## src/rtl/uart_tx_fifo.sv

```systemverilog
// UART transmitter fed by a FIFO over a valid/ready byte interface.
// Configurable data width, parity and stop bits. Queued frames go out back to back.
module uart_tx_fifo #(
    parameter int CLOCK_SPEED_MHZ = 100,
    parameter int BAUD_RATE       = 9600,
    parameter int DATA_BITS       = 8,
    parameter int PARITY          = 0,
    parameter int STOP_BITS       = 1,
    parameter int FIFO_DEPTH      = 16
) (
    input  logic                          clk,
    input  logic                          rst_n,
    input  logic [DATA_BITS-1:0]          data_in,
    input  logic                          data_valid,
    output logic                          data_ready,
    input  logic                          tx_enable,
    output logic                          tx,
    output logic                          busy,
    output logic [$clog2(FIFO_DEPTH):0]   fifo_count
);

    localparam int CPB = (CLOCK_SPEED_MHZ * 1000000) / BAUD_RATE;
    localparam int CW  = (CPB > 1) ? $clog2(CPB) : 1;
    localparam int AW  = $clog2(FIFO_DEPTH);
    localparam int BW  = $clog2(DATA_BITS);

    if (DATA_BITS < 5 || DATA_BITS > 9) begin : g_bad_data_bits
        $error("uart_tx_fifo: DATA_BITS must be 5..9");
    end
    if (PARITY < 0 || PARITY > 2) begin : g_bad_parity
        $error("uart_tx_fifo: PARITY must be 0, 1 or 2");
    end
    if (STOP_BITS < 1 || STOP_BITS > 2) begin : g_bad_stop_bits
        $error("uart_tx_fifo: STOP_BITS must be 1 or 2");
    end
    if (FIFO_DEPTH < 2 || (FIFO_DEPTH & (FIFO_DEPTH - 1)) != 0) begin : g_bad_depth
        $error("uart_tx_fifo: FIFO_DEPTH must be a power of two >= 2");
    end
    if (CPB < 1) begin : g_bad_baud
        $error("uart_tx_fifo: BAUD_RATE too high for clock");
    end

    typedef enum logic [2:0] {
        S_IDLE,
        S_START,
        S_DATA,
        S_PAR,
        S_STOP
    } state_t;

    state_t               state;
    logic [CW-1:0]        baud_cnt;
    logic [BW-1:0]        bit_cnt;
    logic [DATA_BITS-1:0] shreg;
    logic                 par_q;

    logic [DATA_BITS-1:0] mem [FIFO_DEPTH];
    logic [AW-1:0]        wr_ptr, rd_ptr;
    logic [AW:0]          count;
    logic                 full, empty, push, pop;
    logic                 bit_end, stop_end, par_bit;
    logic [DATA_BITS-1:0] head;

    assign full       = (count == (AW+1)'(FIFO_DEPTH));
    assign empty      = (count == '0);
    assign data_ready = !full;
    assign fifo_count = count;
    assign busy       = (state != S_IDLE);

    assign bit_end  = (baud_cnt == CW'(CPB - 1));
    assign stop_end = (state == S_STOP) && bit_end && (bit_cnt == BW'(STOP_BITS - 1));
    // A push is gated only by full, so it can never ride on a same-cycle pop.
    assign push     = data_valid && !full;
    assign pop      = tx_enable && !empty && ((state == S_IDLE) || stop_end);

    assign head    = mem[rd_ptr];
    assign par_bit = (^head) ^ (PARITY == 1);

    always_ff @(posedge clk) begin
        if (push) mem[wr_ptr] <= data_in;
    end

    always_ff @(posedge clk or negedge rst_n) begin
        if (!rst_n) begin
            wr_ptr <= '0;
            rd_ptr <= '0;
            count  <= '0;
        end else begin
            if (push) wr_ptr <= wr_ptr + 1'b1;
            if (pop)  rd_ptr <= rd_ptr + 1'b1;
            case ({push, pop})
                2'b10:   count <= count + 1'b1;
                2'b01:   count <= count - 1'b1;
                default: count <= count;
            endcase
        end
    end

    // tx is registered alongside the state, so each transition also sets the first level of the new bit.
    always_ff @(posedge clk or negedge rst_n) begin
        if (!rst_n) begin
            state    <= S_IDLE;
            tx       <= 1'b1;
            baud_cnt <= '0;
            bit_cnt  <= '0;
            shreg    <= '0;
            par_q    <= 1'b0;
        end else begin
            baud_cnt <= bit_end ? '0 : baud_cnt + 1'b1;
            case (state)
                S_IDLE: begin
                    baud_cnt <= '0;
                    tx       <= 1'b1;
                    if (pop) begin
                        state <= S_START;
                        tx    <= 1'b0;
                        shreg <= head;
                        par_q <= par_bit;
                    end
                end
                S_START: begin
                    if (bit_end) begin
                        state   <= S_DATA;
                        tx      <= shreg[0];
                        bit_cnt <= '0;
                    end
                end
                S_DATA: begin
                    if (bit_end) begin
                        if (bit_cnt == BW'(DATA_BITS - 1)) begin
                            bit_cnt <= '0;
                            if (PARITY != 0) begin
                                state <= S_PAR;
                                tx    <= par_q;
                            end else begin
                                state <= S_STOP;
                                tx    <= 1'b1;
                            end
                        end else begin
                            bit_cnt <= bit_cnt + 1'b1;
                            shreg   <= shreg >> 1;
                            tx      <= shreg[1];
                        end
                    end
                end
                S_PAR: begin
                    if (bit_end) begin
                        state   <= S_STOP;
                        tx      <= 1'b1;
                        bit_cnt <= '0;
                    end
                end
                S_STOP: begin
                    if (bit_end) begin
                        if (bit_cnt == BW'(STOP_BITS - 1)) begin
                            bit_cnt <= '0;
                            if (pop) begin
                                state <= S_START;
                                tx    <= 1'b0;
                                shreg <= head;
                                par_q <= par_bit;
                            end else begin
                                state <= S_IDLE;
                                tx    <= 1'b1;
                            end
                        end else begin
                            bit_cnt <= bit_cnt + 1'b1;
                        end
                    end
                end
                default: begin
                    state <= S_IDLE;
                    tx    <= 1'b1;
                end
            endcase
        end
    end

endmodule

```

## config.mk

```make
export PLATFORM = sky130hd
export DESIGN_NAME = uart_tx_fifo
export DESIGN_NICKNAME = d
export VERILOG_FILES = /design/src/rtl/uart_tx_fifo.sv
export SDC_FILE = /design/constraint.sdc
export NUM_CORES = 1
export LEC_CHECK = 0
export ABC_AREA = 1
export ABC_CLOCK_PERIOD_IN_PS = 2700
export BUFFER_PORTS_ARGS = -buffer_cell sky130_fd_sc_hd__buf_2
export CAP_MARGIN = 25
export CORE_MARGIN = 2
export CORE_UTILIZATION = 54
export DETAILED_ROUTE_END_ITERATION = 8
export GPL_TIMING_DRIVEN = 0
export PLACE_DENSITY = 0.7
export SLEW_MARGIN = 20
export SYNTH_ARGS = -nofsm -noshare
export SYNTH_HDL_FRONTEND = slang
export SYNTH_SLANG_ARGS = --single-unit
```

## constraint.sdc

```tcl
create_clock -name clk -period 2.7 [get_ports clk]
set_input_delay 0.54 -clock clk [delete_from_list [all_inputs] [get_ports clk]]
set_output_delay 0.54 -clock clk [all_outputs]
set_load 0.005 [all_outputs]
```

==> results of run 1 <==
## per-layer routing
layer  track usage (%)  up-vias
li1                  -     2668
met1              32.0     2625
met2              40.2      268
met3              4.85       27
met4              8.57        0
met5                 0        -
## area by class of cell
cell class	count	area (sq um)	area share (%)
sequential	170	4900	56.0
buffer	27	123	1.40
timing repair buffer	20	123	1.40
clock inverter	12	125	1.43
clock buffer	20	437	4.99
multi-input combinational	501	2450	28.0
inverter	98	370	4.23
tap	180	225	2.57
## final timing paths
check,to,start,slack [ns]
max,fifo_count[4],bit_cnt[0],0.26
min,bit_cnt[2],rst_n,0.11
max reg2reg,fifo_count[4],bit_cnt[0],0.26
min reg2reg,baud_cnt[0],baud_cnt[0],0.47
max in group asynchronous,wr_ptr[0],rst_n,2.09
min in group clk,baud_cnt[0],baud_cnt[0],0.47
## synth_stat cells, drive strengths merged
| library cell | instances | area, sq um |
|---|---|---|
| clkinv | 2 | 7.51 |
| inv | 96 | 360 |
| dfstp | 1 | 26.3 |
| a21boi | 1 | 11.3 |
| dfrtp | 41 | 1030 |
| nor2 | 43 | 189 |
| nand3b | 1 | 7.51 |
| o21ai | 23 | 119 |
| xor2 | 13 | 114 |
| nor3b | 1 | 7.51 |
| nand4 | 3 | 18.8 |
| or2 | 8 | 50.1 |
| edfxtp | 128 | 3840 |
| ha | 13 | 163 |
| o21a | 2 | 15.0 |
| buf | 19 | 92.6 |
| o21bai | 1 | 7.51 |
| a31oi | 3 | 18.8 |
| and3 | 1 | 6.26 |
| clkbuf | 8 | 30.0 |
| nand3 | 105 | 536 |
| a21oi | 10 | 61.3 |
| nand2 | 268 | 1050 |
| o41ai | 1 | 8.76 |
| xnor2 | 4 | 35.0 |
## stage by stage
stage,worst slack [ns],instance area (sq um)
2_1_floorplan,0.325,7800
3_3_place_gp,0.0866,8120
3_5_place_dp,-0.00241,8120
4_1_cts,0.0178,8690
5_1_grt,-0.0155,8750
6_report,0.256,8750
## power groups by stage
| stage | Combinational (mW) | Clock, mW | Sequential (mW) |
|---|---|---|---|
| 2_1_floorplan | 0.392 | 0 | 3.22 |
| 3_3_place_gp | 0.605 | 0 | 3.23 |
| 3_5_place_dp | 0.629 | 0 | 3.24 |
| 4_1_cts | 0.629 | 2.34 | 3.19 |
| 5_1_grt | 0.721 | 2.45 | 3.21 |
| 6_report | 0.639 | 2.32 | 3.19 |
## cells by family (layout without fill, tap and decap cells)
| kind of cell | after synthesis | count (layout) | share of synthesized area (%) |
|---|---|---|---|
| compound gates | 41 | 41 | 3.10 |
| xor+xnor | 17 | 17 | 1.91 |
| buf+inv | 125 | 177 | 6.29 |
| flops | 170 | 170 | 62.8 |
| simple gates | 430 | 430 | 23.9 |
| fa+ha+maj | 13 | 13 | 2.09 |
## state kept, by name (all words and copies together) (netlist names)
register / count
baud_cnt: 14
mem: 128
tx: 1
wr_ptr: 4
bit_cnt: 3
shreg: 8
rd_ptr: 4
fifo_count: 5
state: 3
## timing repair
| action | CTS | global route |
|---|---|---|
| hold buffers | 0 | 0 |
| pin swaps | 0 | 1 |
| endpoints found under the setup margin | 1 | 3 |
| gates resized for setup | 1 | 8 |
==> results.toml, run 1 <==
[critical_path]
slowest_stage = "dfrtp_1"
arrival_ns = 2.81
slowest_delay_ns = 0.40
crit_fanout = 7
critPathBufInv = 4
cp.depth = 16
end_kind = "flip-flop"
path_cells = "inv_1, ha_1, inv_1, o21ai_2, nand2_1, nor2_2, nand2_4, inv_4, ha_4, ha_1, inv_1, o21bai_1, a31oi_1, xor2_1, nand2_1, nand2_1"
cp.required_ns = 3.06
reg2regPathDepth = 16
cp_top_family = "adder cells"
path_class = "reg -> reg"
start_kind = "flip-flop"

[timing]
final_max_slew_viol_count = 0
post-route-period-util_pct = 90.5
setup_tns_ns = 0
slew_headroom_pct = 45.9
setup_violations = 0
hold_viol_final = 0
max_freq_mhz = 409
period_needed_ns = 2.44
worst_pin_slew_ns = 0.809
fin_skew_ns = 0.00928
worst_hold_slack_ns = 0.106

[grt]
antenna_found_initial = 0
grt_pass1_vias = 5237
grt_pass1_wl_um = 27000
grt_overflow_total = 0
track_usage_pct = 24.3
grt_max_degree = 43

[synthesis]
syn_avg_cell_area_sq_um = 9.80
ys_ff_latch = 170
syn_nets = 821
synthesis.area_sq_um = 7800
seq_area_frac_synth_pct = 62.8
ys_types = 37
syn_inst = 796
ys_warn_count = 0

[cells_and_area]
n_antenna_cell = 0
nets = 860
area_delta_synth_final_pct = 12.2
final_cell_mix = "nand2_1 (261), edfxtp_1 (128), nand3_1 (103)"
fillers = 1153
final_core_util_pct = 62.5
layout_commonest_cell = "nand2_1"
stdcell_count = 1028
layout-drive-gt1-share_pct = 11.8

[die]
rows = 43
die_h_um = 124
pin_count = 20
die_w_um = 124
dieArea_sq_um = 15400
core_sq_um = 14000
start_util_pct = 55.8

[detailed_routing]
routed-wl-met2_um = 8550
met1Wirelength_um = 7220
drc = 0
vias = 5588
viasPerCell = 5.44
wl_met3_um = 1410
ant_nets = 0
drt-initial-drc-count = 613
wl_per_cell_um = 17.0
drt-total-wl_um = 17500
first_pass_iters = 5
highest_layer = "met4"

[place]
port_buffers = 19
hpwl_um = 11700
dp.cells = 995
finalWeightedCongestion = 0.910

[cts]
clock_latency_ns = 0.43
cts_tree = "done"
htree_num_levels = 4
clock-sinks = 170
cts_buffers = 17
postCtsSetupBuffers = 0
path_clk_slew_ns = 0.06
root_buffer = "clkbuf_16"
cts_max_path_buffers = 2

[pwr]
intPower_mw = 4.62
clkPwrFrac_pct = 37.7
max-vdd-ir-drop_mv = 0.572
pwr-share-comb_pct = 10.4
power_density_nw_per_um2 = 703
power.total_mw = 6.15
switching_share_pct = 25.0
p_switching_mw = 1.54
seqPwrFrac_pct = 51.9
p_leak_nw = 3.83

[outcome]
status = "finished, final reports clean"

[job]
cap_viol_max_count = 0

[worst_hold_path]
hold_class = "in -> async"
(Power assumes the default switching activity.)
==> run 2: changes to the inputs <==
ABC_CLOCK_PERIOD_IN_PS = 2850   (was 2700)
CELL_PAD_IN_SITES_DETAIL_PLACEMENT = 1   (was unset)
CELL_PAD_IN_SITES_GLOBAL_PLACEMENT = 1   (was unset)
CORE_UTILIZATION = 53   (was 54)
PLACE_DENSITY = unset   (was 0.7)
PLACE_DENSITY_LB_ADDON = 0.1   (was unset)
clock period = 2.85 ns   (was 2.7 ns; I/O delays follow)
==> run 2 against run 1 <==
Against the previous run: global-route usage increased by 5.0 points; first-iteration DRC count fell by 25%; register-to-register slack lost 0.05 ns; cell count increased by 0.39%; sequential cell count unchanged; critical path type unchanged; critical endpoint is now fifo_count[3]; largest cell class unchanged.
==> results.toml, run 2 (synthesis gave the netlist of run 1 again) <==
[cts]
cts_buffers = 17
cts_max_path_buffers = 2
clock-sinks = 170
root_buffer = "clkbuf_16"
clock_latency_ns = 0.44
htree_num_levels = 4
cts_tree = "done"
postCtsSetupBuffers = 0
path_clk_slew_ns = 0.06

[die]
die_w_um = 125
rows = 44
core_sq_um = 14500
start_util_pct = 53.9
die_h_um = 125
pin_count = 20
dieArea_sq_um = 15700

[timing]
fin_skew_ns = 0.00641
setup_ws_ns = 0.204
setup_violations = 0
post-route-period-util_pct = 92.8
hold_viol_final = 0
slew_headroom_pct = 35.2
worst_pin_slew_ns = 0.969
period_needed_ns = 2.65
final_max_slew_viol_count = 0
max_freq_mhz = 378

[detailed_routing]
ant_nets = 0
wl_per_cell_um = 20.8
drt-total-wl_um = 21500
viasPerCell = 5.57
vias = 5747
drt-initial-drc-count = 460
drc = 0
first_pass_iters = 5

[job]
cap_viol_max_count = 0

[critical_path]
reg2reg_slack_ns = 0.20
arrival_ns = 2.95
cp.required_ns = 3.16
path_class = "reg -> reg"
crit_fanout = 7
end_kind = "flip-flop"
start_kind = "flip-flop"

[cells_and_area]
n_antenna_cell = 0
top_regs = "mem: 128 flops, baud_cnt: 14 flops, shreg: 8 flops"
top_register = "mem"
seq_area_sq_um = 4900
final_cell_mix = "nand2_1 (261), edfxtp_1 (128), nand3_1 (103)"
layout-drive-gt1-share_pct = 12.0
multi_input_area_sq_um = 2430
largest_reg_flops = 128
nets = 860
final_core_util_pct = 61.1
layout_commonest_cell = "nand2_1"
area_delta_synth_final_pct = 13.3
fillers = 1610

[grt]
grt_overflow_total = 0
grt_max_degree = 24
grt_pass1_vias = 6182
antenna_found_initial = 0
track_usage_pct = 29.3
grt_pass1_wl_um = 34500

[pwr]
max-vdd-ir-drop_mv = 0.507
power.total_mw = 6.32
p_leak_nw = 3.90
power_density_nw_per_um2 = 715

[place]
pre_cts_ws_ns = -0.0215
hpwl_um = 14300
port_buffers = 19
finalWeightedCongestion = 0.856

[outcome]
status = "finished, final reports clean"

[worst_hold_path]
hold_class = "in -> async"
[run 2: cell types whose count changed in the layout (fill, tap and decap cells not counted), moves of 2 or more]
cell        previous run  this run
clkinv_1               4         2
clkbuf_1              11         9
clkinvlp_4             4         1
inv_6                  1         3
bufinv_16              2         6
[run 2: routing by layer]
metal	share of wire (%)	GRT usage, %	vias up	wire (um)
met5	0	0	-	0
li1	-	-	2671	-
met3	6.1	6.42	50	1300
met4	2.8	12.3	0	610
met2	46	45.3	187	9940
met1	45	40.5	2839	9630
[run 2: path summary, 6_finish.rpt]
check | startpoint | to | cells past startpoint
worst min-delay path | rst_n | shreg[6] | 1
min in group clk | baud_cnt[0] | baud_cnt[0] | 1
worst max register to register | bit_cnt[0] | fifo_count[3] | 14
worst min register to register | baud_cnt[0] | baud_cnt[0] | 1
max in group asynchronous | rst_n | baud_cnt[5] | 2
worst max-delay path | bit_cnt[0] | fifo_count[3] | 14
[run 2: final cells by class]
type / instances / area share [%]
multi-input cells: 501 / 27.5
clock inverters: 14 / 2.73
repair buffers: 20 / 1.39
inverters: 98 / 4.19
well taps: 184 / 2.60
plain buffers: 27 / 1.39
clock buffers: 18 / 4.85
flip-flops and latches: 170 / 55.4
[run 2: timing repair]
action | 4_1_cts | 5_1_grt
hold buffers | 0 | 0
resized for setup | 2 | 3
endpoints found under the setup margin | 1 | 2
[run 2: through the flow]
step	TNS (ns)	hold slack [ns]	area, sq um	std cells
4_1_cts	0	0.169	8830	1032
3_5_place_dp	-0.0215	0.472	8150	1000
6_report	0	0.162	8840	1032
3_3_place_gp	0	0.441	8130	999
2_1_floorplan	0	0.274	7800	796
5_1_grt	-0.00530	0.204	8840	1032
[run 2: critical path, stage by stage, from the launching register on]
cell,delay (ns)
dfrtp_1,0.40
inv_1,0.10
ha_1,0.15
inv_1,0.05
o21ai_1,0.18
nand2_1,0.09
nor2_2,0.16
nand2_4,0.12
inv_4,0.13
ha_2,0.27
xor2_1,0.33
nand3_1,0.14
nand2_1,0.10
xor2_1,0.19
o21ai_0,0.10
[run 2: where the power goes]
| part | switching [mW] | internal [mW] |
|---|---|---|
| combinational | 0.447 | 0.180 |
| sequential | 0.117 | 2.92 |
| clock | 1.01 | 1.65 |
| total | 1.58 | 4.75 |
